[config.mk]
export PLATFORM = sky130hd
export DESIGN_NAME = seq_1100_stim_gen
export DESIGN_NICKNAME = d
export VERILOG_FILES = /design/src/rtl/seq_gen_pkg.sv /design/src/rtl/seq_1100_tracker.sv /design/src/rtl/seq_1100_stim_gen.sv
export SDC_FILE = /design/constraint.sdc
export NUM_CORES = 1
export LEC_CHECK = 0
export ABC_AREA = 1
export CAP_MARGIN = 5
export CELL_PAD_IN_SITES_DETAIL_PLACEMENT = 1
export CELL_PAD_IN_SITES_GLOBAL_PLACEMENT = 1
export CORE_UTILIZATION = 43
export DETAILED_ROUTE_END_ITERATION = 6
export PLACE_DENSITY_LB_ADDON = 0.1
export SKIP_CTS_REPAIR_TIMING = 1
export SLEW_MARGIN = 20
export SYNTH_ARGS = -nofsm -noshare
export SYNTH_HDL_FRONTEND = slang
export SYNTH_SLANG_ARGS = --single-unit
[constraint.sdc]
create_clock -name clk -period 4.3 [get_ports clk]
set_input_delay 0.43 -clock clk [delete_from_list [all_inputs] [get_ports clk]]
set_output_delay 0.43 -clock clk [all_outputs]
set_load 0.01 [all_outputs]
[src/rtl/seq_gen_pkg.sv]
// Shared types and constants for the 1100 stimulus generator and its golden tracker.
package seq_gen_pkg;

    // Main transmitter FSM
    typedef enum logic [1:0] {
        ST_IDLE = 2'd0,
        ST_SEND = 2'd1,
        ST_GAP  = 2'd2,
        ST_DONE = 2'd3
    } fsm_state_e;

    // Golden detector states: number of target bits currently matched
    typedef enum logic [1:0] {
        T0   = 2'd0,
        T1   = 2'd1,
        T11  = 2'd2,
        T110 = 2'd3
    } trk_state_e;

    // Sequence the downstream detectors look for, MSB received first
    localparam logic [3:0] TARGET_SEQ = 4'b1100;

    // Hit counter width and its saturation value
    localparam int         HIT_W       = 8;
    localparam logic [7:0] HIT_CNT_MAX = 8'd255;

endpackage

[src/rtl/seq_1100_tracker.sv]
// Golden non-overlapping Mealy 1100 tracker: produces expect_z for the bit on
// the line and counts hits. Also usable standalone as a bench scoreboard.
module seq_1100_tracker
    import seq_gen_pkg::*;
(
    input  logic             clk,
    input  logic             rst,
    input  logic             clr,
    input  logic             adv,
    input  logic             x,
    output logic             expect_z,
    output logic [HIT_W-1:0] hit_cnt
);

    trk_state_e       state_q, state_d;
    logic [HIT_W-1:0] hit_q, hit_d;
    logic             z;

    // Next tracker state and Mealy output for the current line bit
    always_comb begin
        state_d = state_q;
        z       = 1'b0;
        if (adv) begin
            case (state_q)
                T0:   state_d = (x == TARGET_SEQ[3]) ? T1 : T0;
                T1:   state_d = (x == TARGET_SEQ[2]) ? T11 : T0;
                T11:  state_d = (x == TARGET_SEQ[1]) ? T110 : T11;
                T110: begin
                    if (x == TARGET_SEQ[0]) begin
                        // Full match: report it and restart from scratch
                        z       = 1'b1;
                        state_d = T0;
                    end else begin
                        // "1101": the trailing 1 is a fresh first bit
                        state_d = T1;
                    end
                end
                default: state_d = T0;
            endcase
        end

        hit_d = hit_q;
        if (clr) begin
            state_d = T0;
            hit_d   = '0;
        end else if (z && (hit_q != HIT_CNT_MAX)) begin
            hit_d = hit_q + HIT_W'(1);
        end
    end

    // Tracker state and saturating hit counter
    always_ff @(posedge clk or posedge rst) begin
        if (rst) begin
            state_q <= T0;
            hit_q   <= '0;
        end else begin
            state_q <= state_d;
            hit_q   <= hit_d;
        end
    end

    assign expect_z = z;
    assign hit_cnt  = hit_q;

endmodule

[src/rtl/seq_1100_stim_gen.sv]
// Serial pattern transmitter for 1100 detector benches. Sends a latched
// pattern MSB-first, optionally repeated with forced-zero gaps, and tracks
// where a non-overlapping Mealy 1100 detector must fire.
module seq_1100_stim_gen
    import seq_gen_pkg::*;
#(
    parameter int MAX_LEN = 32,
    parameter int RPT_W   = 8,
    parameter int GAP_W   = 4
) (
    input  logic                           clk,
    input  logic                           rst,
    input  logic                           start,
    input  logic [MAX_LEN-1:0]             pattern,
    input  logic [$clog2(MAX_LEN+1)-1:0]   len,
    input  logic [RPT_W-1:0]               repeat_n,
    input  logic [GAP_W-1:0]               gap,
    output logic                           x,
    output logic                           x_valid,
    output logic                           busy,
    output logic                           done,
    output logic                           expect_z,
    output logic [HIT_W-1:0]               hit_cnt,
    output logic                           bad_cfg
);

    localparam int LEN_W = $clog2(MAX_LEN + 1);

    fsm_state_e           state_q, state_d;
    logic [LEN_W-1:0]     idx_q, idx_d;
    logic [RPT_W-1:0]     rpt_q, rpt_d;
    logic [GAP_W-1:0]     gap_cnt_q, gap_cnt_d;
    logic [MAX_LEN-1:0]   pattern_q, pattern_d;
    logic [LEN_W-1:0]     len_q, len_d;
    logic [GAP_W-1:0]     gap_q, gap_d;
    logic                 x_q, x_d;
    logic                 bad_cfg_q, bad_cfg_d;
    logic                 accept;
    logic                 len_legal;

    // Bit select with an index that may be wider than needed
    function automatic logic bit_at(input logic [MAX_LEN-1:0] p,
                                    input logic [LEN_W-1:0]   i);
        return |(p & (MAX_LEN'(1) << i));
    endfunction

    assign len_legal = (len != '0) && (len <= LEN_W'(MAX_LEN));

    // Transmitter next-state: x_d is the bit that will be on the line next cycle
    always_comb begin
        state_d   = state_q;
        idx_d     = idx_q;
        rpt_d     = rpt_q;
        gap_cnt_d = gap_cnt_q;
        pattern_d = pattern_q;
        len_d     = len_q;
        gap_d     = gap_q;
        x_d       = 1'b0;
        bad_cfg_d = 1'b0;
        accept    = 1'b0;

        case (state_q)
            ST_IDLE: begin
                if (start) begin
                    if (len_legal) begin
                        accept    = 1'b1;
                        pattern_d = pattern;
                        len_d     = len;
                        gap_d     = gap;
                        rpt_d     = (repeat_n == '0) ? RPT_W'(1) : repeat_n;
                        idx_d     = len - LEN_W'(1);
                        x_d       = bit_at(pattern, len - LEN_W'(1));
                        state_d   = ST_SEND;
                    end else begin
                        bad_cfg_d = 1'b1;
                    end
                end
            end
            ST_SEND: begin
                if (idx_q != '0) begin
                    idx_d = idx_q - LEN_W'(1);
                    x_d   = bit_at(pattern_q, idx_q - LEN_W'(1));
                end else if (rpt_q > RPT_W'(1)) begin
                    if (gap_q != '0) begin
                        gap_cnt_d = gap_q;
                        state_d   = ST_GAP;
                    end else begin
                        // Back-to-back repetition: restart at the MSB
                        rpt_d = rpt_q - RPT_W'(1);
                        idx_d = len_q - LEN_W'(1);
                        x_d   = bit_at(pattern_q, len_q - LEN_W'(1));
                    end
                end else begin
                    state_d = ST_DONE;
                end
            end
            ST_GAP: begin
                if (gap_cnt_q == GAP_W'(1)) begin
                    rpt_d   = rpt_q - RPT_W'(1);
                    idx_d   = len_q - LEN_W'(1);
                    x_d     = bit_at(pattern_q, len_q - LEN_W'(1));
                    state_d = ST_SEND;
                end else begin
                    gap_cnt_d = gap_cnt_q - GAP_W'(1);
                end
            end
            ST_DONE: state_d = ST_IDLE;
            default: state_d = ST_IDLE;
        endcase
    end

    // Transmitter registers
    always_ff @(posedge clk or posedge rst) begin
        if (rst) begin
            state_q   <= ST_IDLE;
            idx_q     <= '0;
            rpt_q     <= '0;
            gap_cnt_q <= '0;
            pattern_q <= '0;
            len_q     <= '0;
            gap_q     <= '0;
            x_q       <= 1'b0;
            bad_cfg_q <= 1'b0;
        end else begin
            state_q   <= state_d;
            idx_q     <= idx_d;
            rpt_q     <= rpt_d;
            gap_cnt_q <= gap_cnt_d;
            pattern_q <= pattern_d;
            len_q     <= len_d;
            gap_q     <= gap_d;
            x_q       <= x_d;
            bad_cfg_q <= bad_cfg_d;
        end
    end

    // Gap zeros are real line bits, so the tracker advances in GAP too
    seq_1100_tracker u_tracker (
        .clk      (clk),
        .rst      (rst),
        .clr      (accept),
        .adv      ((state_q == ST_SEND) || (state_q == ST_GAP)),
        .x        (x_q),
        .expect_z (expect_z),
        .hit_cnt  (hit_cnt)
    );

    assign x       = x_q;
    assign x_valid = (state_q == ST_SEND);
    assign busy    = (state_q != ST_IDLE);
    assign done    = (state_q == ST_DONE);
    assign bad_cfg = bad_cfg_q;

endmodule

Word-level counts from Yosys, hierarchy flattened --
Cells that the tools add are included.
Operators by class: $add $sub $neg 6, eq/ne operators 19, shift operators 3, muxes and demuxes 51, reduce and logical (&&, ||, !) cells 23, bitwise logic cells 3, $lt $le $gt $ge 2
Operator list (count):
- bitwise AND 32 bit | 3
- OR reduction 32 bit | 3
- << shifter 1 x 6 -> 32 bit (first input constant) | 3
- two-way mux 8 bit | 9
- two-way mux 6 bit | 6
- one-hot mux 8 bit (3 select lines) | 1
- two-way mux 2 bit | 9
- one-hot mux 6 bit (3 select lines) | 1
- subtractor 6 x 1 -> 6 bit (second input constant) | 3
- two-way mux 1 bit | 17
- two-way mux 4 bit | 4
- != test 2 bit (second input constant) | 6
- nonzero test 6 bit | 2
- AND reduction 5 bit | 2
- adder 8 x 1 -> 8 bit (second input constant) | 1
- == test 2 bit (second input constant) | 4
- > comparator 8 x 1 -> 1 bit (second input constant) | 1
- logical NOT 8 bit | 1
- != test 8 bit (second input constant) | 1
- one-hot mux 2 bit (4 select lines) | 1
- one-hot mux 4 bit (2 select lines) | 1
- nonzero test 2 bit | 4
- subtractor 8 x 1 -> 8 bit (second input constant) | 1
- AND reduction 7 bit | 1
- other kinds (18) | 22
Storage, ports and cells: logic and storage cells 118, register bits after elaboration 74, input bits 53

Longest topological paths before layout --
depth in word-level cells 8, depth in mapped cells 17, depth with buffers taken out 17

By module --
A second synthesis with hierarchy kept.
Second synthesis, totals: cell total of the unflattened synthesis 772, area total of the unflattened synthesis 5291.3 sq um
Modules (own cells, without submodules):
- seq_1100_stim_gen | cells an instance 685, seq. area each 1601.5 sq um, area each 4645.7 sq um, instances 1
- seq_1100_tracker | cells an instance 87, seq. area each 250.2 sq um, area each 645.6 sq um, instances 1

Worst setup path after synthesis --
No wires, ideal clock.
path type register -> register, start point register len_q[0], end point register x_q (netlist: x), path buffers 1, slack 2295 ps, arrival time 1892 ps, stages on the path, launching flop included 16, clock period less this slack 2005 ps, cells stage by stage dfrtp_1 -> inv_1 -> ha_1 -> ha_1 -> clkbuf_1 -> nor2_1 -> nand3_1 -> nand2_1 -> nor2_1 -> nand2_1 -> o21ai_1 -> nand2_1 -> nand2_1 -> nand3_1 -> nand2_1 -> inv_1
Between the ends: cells in the longest elaborated chain, start to end 8, elaborated cells between the ends (all ways) 9, classes of those cells add/sub (1); shift (1); mux (5); bitwise (1); reduce/logical (1)
Ends and longest elaborated chain:
- from (decl) | RTL line seq_1100_stim_gen.sv:34 | logic [LEN_W-1:0] len_q, len_d;
- from (signal assigned) | RTL line seq_1100_stim_gen.sv:130 | len_q <= len_d;
- subtractor 6 x 1 -> 6 bit (*) | RTL line seq_1100_stim_gen.sv:91, seq_1100_stim_gen.sv:101
- << shifter 1 x 6 -> 32 bit (*) | RTL line seq_1100_stim_gen.sv:44 | return |(p & (MAX_LEN'(1) << i));
- bitwise AND 32 bit (*) | RTL line seq_1100_stim_gen.sv:44
- OR reduction 32 bit (*) | RTL line seq_1100_stim_gen.sv:44
- two-way mux 1 bit | RTL line seq_1100_stim_gen.sv:84 | if (gap_q != '0) begin
- two-way mux 1 bit | RTL line seq_1100_stim_gen.sv:83 | end else if (rpt_q > RPT_W'(1)) begin
- two-way mux 1 bit | RTL line seq_1100_stim_gen.sv:80 | if (idx_q != '0) begin
- one-hot mux 1 bit (3 select lines) (*) | RTL line seq_1100_stim_gen.sv:62 | case (state_q)
- via x_d | RTL line seq_1100_stim_gen.sv:36 | logic x_q, x_d;
- to (signal assigned) | RTL line seq_1100_stim_gen.sv:122 | x_q <= 1'b0;
- to (signal assigned) | RTL line seq_1100_stim_gen.sv:132 | x_q <= x_d;
- to (decl) | RTL line seq_1100_stim_gen.sv:36
Mark *: on every way through the listed nets, which the timed path passes. The rest lies on a longest branch. A chain may end at the register's enable or synchronous reset.

Worst setup path after layout --
start point input port len[0], end point register rpt_q[4]
Between the ends: cells in the longest elaborated chain, start to end 4, elaborated cells between the ends (all ways) 5, classes of those cells order compare (1); eq/ne (1); reduce/logical (3)
Ends and longest elaborated chain:
- from (decl) | RTL line seq_1100_stim_gen.sv:15 | input logic [$clog2(MAX_LEN+1)-1:0] len,
- less-or-equal comparator 6 bit / nonzero test 6 bit (equally long branches) | RTL line seq_1100_stim_gen.sv:47 | assign len_legal = (len != '0) && (len <= LEN_W'(MAX_LEN));
- logical AND 1 bit (*) | RTL line seq_1100_stim_gen.sv:47
- != test 2 bit (no line) (*)
- AND reduction 7 bit (no line) (*)
- to (signal assigned) | RTL line seq_1100_stim_gen.sv:127 | rpt_q <= rpt_d;
- to (decl) | RTL line seq_1100_stim_gen.sv:31 | logic [RPT_W-1:0] rpt_q, rpt_d;
Mark *: on every way between the ends. The rest lies on a longest branch, timed or not.

==> impl_metrics.ini <==
[place]
place_congestion = 0.886
dp_hpwl_um = 13300
dp_worst_setup_slack_ns = 1.30
port_buffers = 66
dpl_cell_area_um2 = 5890

[critical_path]
path_max_fanout = 16
crit_required_ns = 4.56
cp-startpoint = len[0]
cp-end-kind = register
startpoint_type = input pin
critical_path_class = in2reg
timing.rr.start = idx_q[0]
arrival_ns = 2.93

[layout]
num-nets-final = 881
stdcell_area_um2 = 6180
drive_above_1_share_pct = 5.85
postLayoutCoreUtil_pct = 53.4
diodes = 0
syn_to_final_growth_pct = 19.9

[hold_path]
min_path_type = in2async

[yosys]
synth.cell_area_um2 = 5150
synth_top_area_share_pct = 36.0
synthCells = 742
synth_edf_count = 0
yosysMostFrequentCell = nand2_1
synth.area.top_cells = dfrtp_1, nand2_1, nand3_1
ys_types = 38
ys.flop_type = dfrtp_1
avgSynthCellArea_um2 = 6.94
yosysTopAreaCell = dfrtp_1
syn-num-nets = 823
async_reset_ff_share_pct = 100
ys_ff_latch = 74
ys_seq_area_share_pct = 36.0
yosysWarningCount = 0
synth_common_cells = nand2_1, nand3_1, nor2_1, dfrtp_1, inv_1

[clock_tree]
cts_max_level = 3
path_clk_slew_ns = 0.06
worst_skew_pair.late_latency_ns = 0.34
clk_path_buf_depth = 2
cts_root_buffer = clkbuf_16
cts_tree = done
cts_num_sinks = 74
numCtsBuffers = 9

[floorplanning]
core_um2 = 11600
dieHeight_um = 111
die_w_um = 111
initial_core_util_pct = 44.5
io_pins = 67
fp-row-count = 39
die_area_um2 = 12400

[power_and_ir_drop]
clockPowerShare_pct = 17.2
cellInternalPower_mw = 2.25
p_per_area_nw_per_um2 = 712
ir_drop_mv = 0.358
leakagePower_nw = 3.10
p_sw_mw = 2.15
seq_power_share_pct = 31.5
swShare_pct = 48.8
p_comb_share_pct = 51.4

[sta]
hold_viol = 0
period_share_pct = 62.2
slew_headroom_pct = 52.1
period_minus_slack_ns = 2.67
worstMarginPinSlew_ns = 0.717
finalClockSkew_ns = 0.00764
fmax_ghz = 0.374
slew_viol_final = 0
fin_tns_setup_ns = 0
setup_violations = 0
timing.final.ws_setup_ns = 1.63
rsz0062_at_grt = false

[run]
maxCapViolations = 0

[route]
antenna_left = 0
drt_pass1_iterations = 5
vias = 5282
wire_per_inst_um = 18.1
drc = 0
viasPerCell = 5.58
drt-total-wl_um = 17100
drt_iter0_drc = 453

[outcome]
outcome = finished clean

[grt]
antenna_found_initial = 0
grt_pass1_vias = 5348
grt_max_degree = 54
grt_pass1_wl_um = 28100
grt.overflow.total = 0
grt_usage_pct = 29.1
[power groups by stage]
| stage | logic [mW] | registers (mW) | clock network (mW) |
|---|---|---|---|
| floorplan | 1.62 | 1.25 | 0 |
| global placement | 2.12 | 1.36 | 0 |
| detailed placement | 2.23 | 1.38 | 0 |
| CTS | 2.25 | 1.37 | 0.764 |
| global route | 2.54 | 1.42 | 0.795 |
| finish | 2.26 | 1.38 | 0.754 |
[metrics by stage]
| step | std cells | hold slack, ns | power, mW |
|---|---|---|---|
| after floorplan | 742 | 0.464 | 2.87 |
| after global placement | 932 | 0.509 | 3.48 |
| after detailed placement | 932 | 0.507 | 3.60 |
| after CTS | 947 | 0.474 | 4.39 |
| after global routing | 947 | 0.510 | 4.76 |
| final | 947 | 0.458 | 4.40 |
[cell families after synthesis]
family | share of synthesized area, %
AND/OR/NAND/NOR | 38.9
buffers and inverters | 7.70
AO/OA/AOI/OAI | 9.45
flip-flops | 36.0
adder cells (fa/ha/maj) | 6.80
XOR/XNOR | 1.19
[state kept, by name, indices dropped and copies added, names as in the netlist]
signal	cells
gap_q	4
len_q	6
u_tracker.state_q	2
x	1
rpt_q	8
pattern_q	32
state_q	2
u_tracker.hit_cnt	8
gap_cnt_q	4
idx_q	6
bad_cfg	1
[cells in the final DEF (no fill, tap or decap), types with 2 or more instances in the layout]
cell type	n
a211oi_1	2
buf_4	3
ha_1	28
nand2_1	227
o22ai_1	3
nor2_1	75
clkbuf_16	9
and3_1	2
nand2_4	2
a32oi_1	2
inv_2	7
nand3_1	118
o21ai_0	37
nor4_1	2
dfrtp_1	74
inv_1	65
nand4_1	3
nor3_4	3
clkdlybuf4s50_1	66
xor2_1	7
clkbuf_1	2
nand2_2	7
o221ai_1	4
nor2_2	4
a31oi_1	3
o211ai_1	8
a21oi_2	2
nor3_1	5
o21ai_1	8
a21oi_1	14
clkinv_2	2
[layout make-up]
type	count	area (um2)
Clock buffer	12	246
Clock inverter	3	40.0
Fill cell	1509	5390
Inverter	73	274
Multi-Input combinational cell	573	2900
Sequential cell	74	1850
Tap cell	143	179
Timing Repair Buffer	69	683
[worst max-delay path, cell delays in order]
cell and delay (ns):
clkdlybuf4s50_1 0.48, inv_1 0.25, ha_1 0.32, nand4_2 0.17, nand2_2 0.11, nand2_4 0.07
nand2_4 0.07, nand3_4 0.06, inv_2 0.06, nand2_2 0.07, nor3_4 0.48, o221ai_1 0.22
o21ai_0 0.12
[routing by layer]
| metal | global-route usage, % | part of all wire [%] | up-vias |
|---|---|---|---|
| met4 | 8.92 | 1.7 | 0 |
| met2 | 46.0 | 46 | 151 |
| li1 | - | - | 2539 |
| met5 | 0 | 0 | - |
| met3 | 5.82 | 5.0 | 19 |
| met1 | 40.3 | 47 | 2573 |
[worst paths after layout]
kind / end / slack (ns) / cells after the start
worst max-delay path: rpt_q[4] / 1.63 / 13
worst min-delay path: pattern_q[13] / 0.46 / 2
worst max register to register: rpt_q[4] / 1.72 / 10
worst min register to register: len_q[5] / 0.53 / 2
max in group asynchronous: pattern_q[31] / 2.76 / 3
min in group clk: len_q[5] / 0.53 / 2
(Power assumes the default switching activity.)
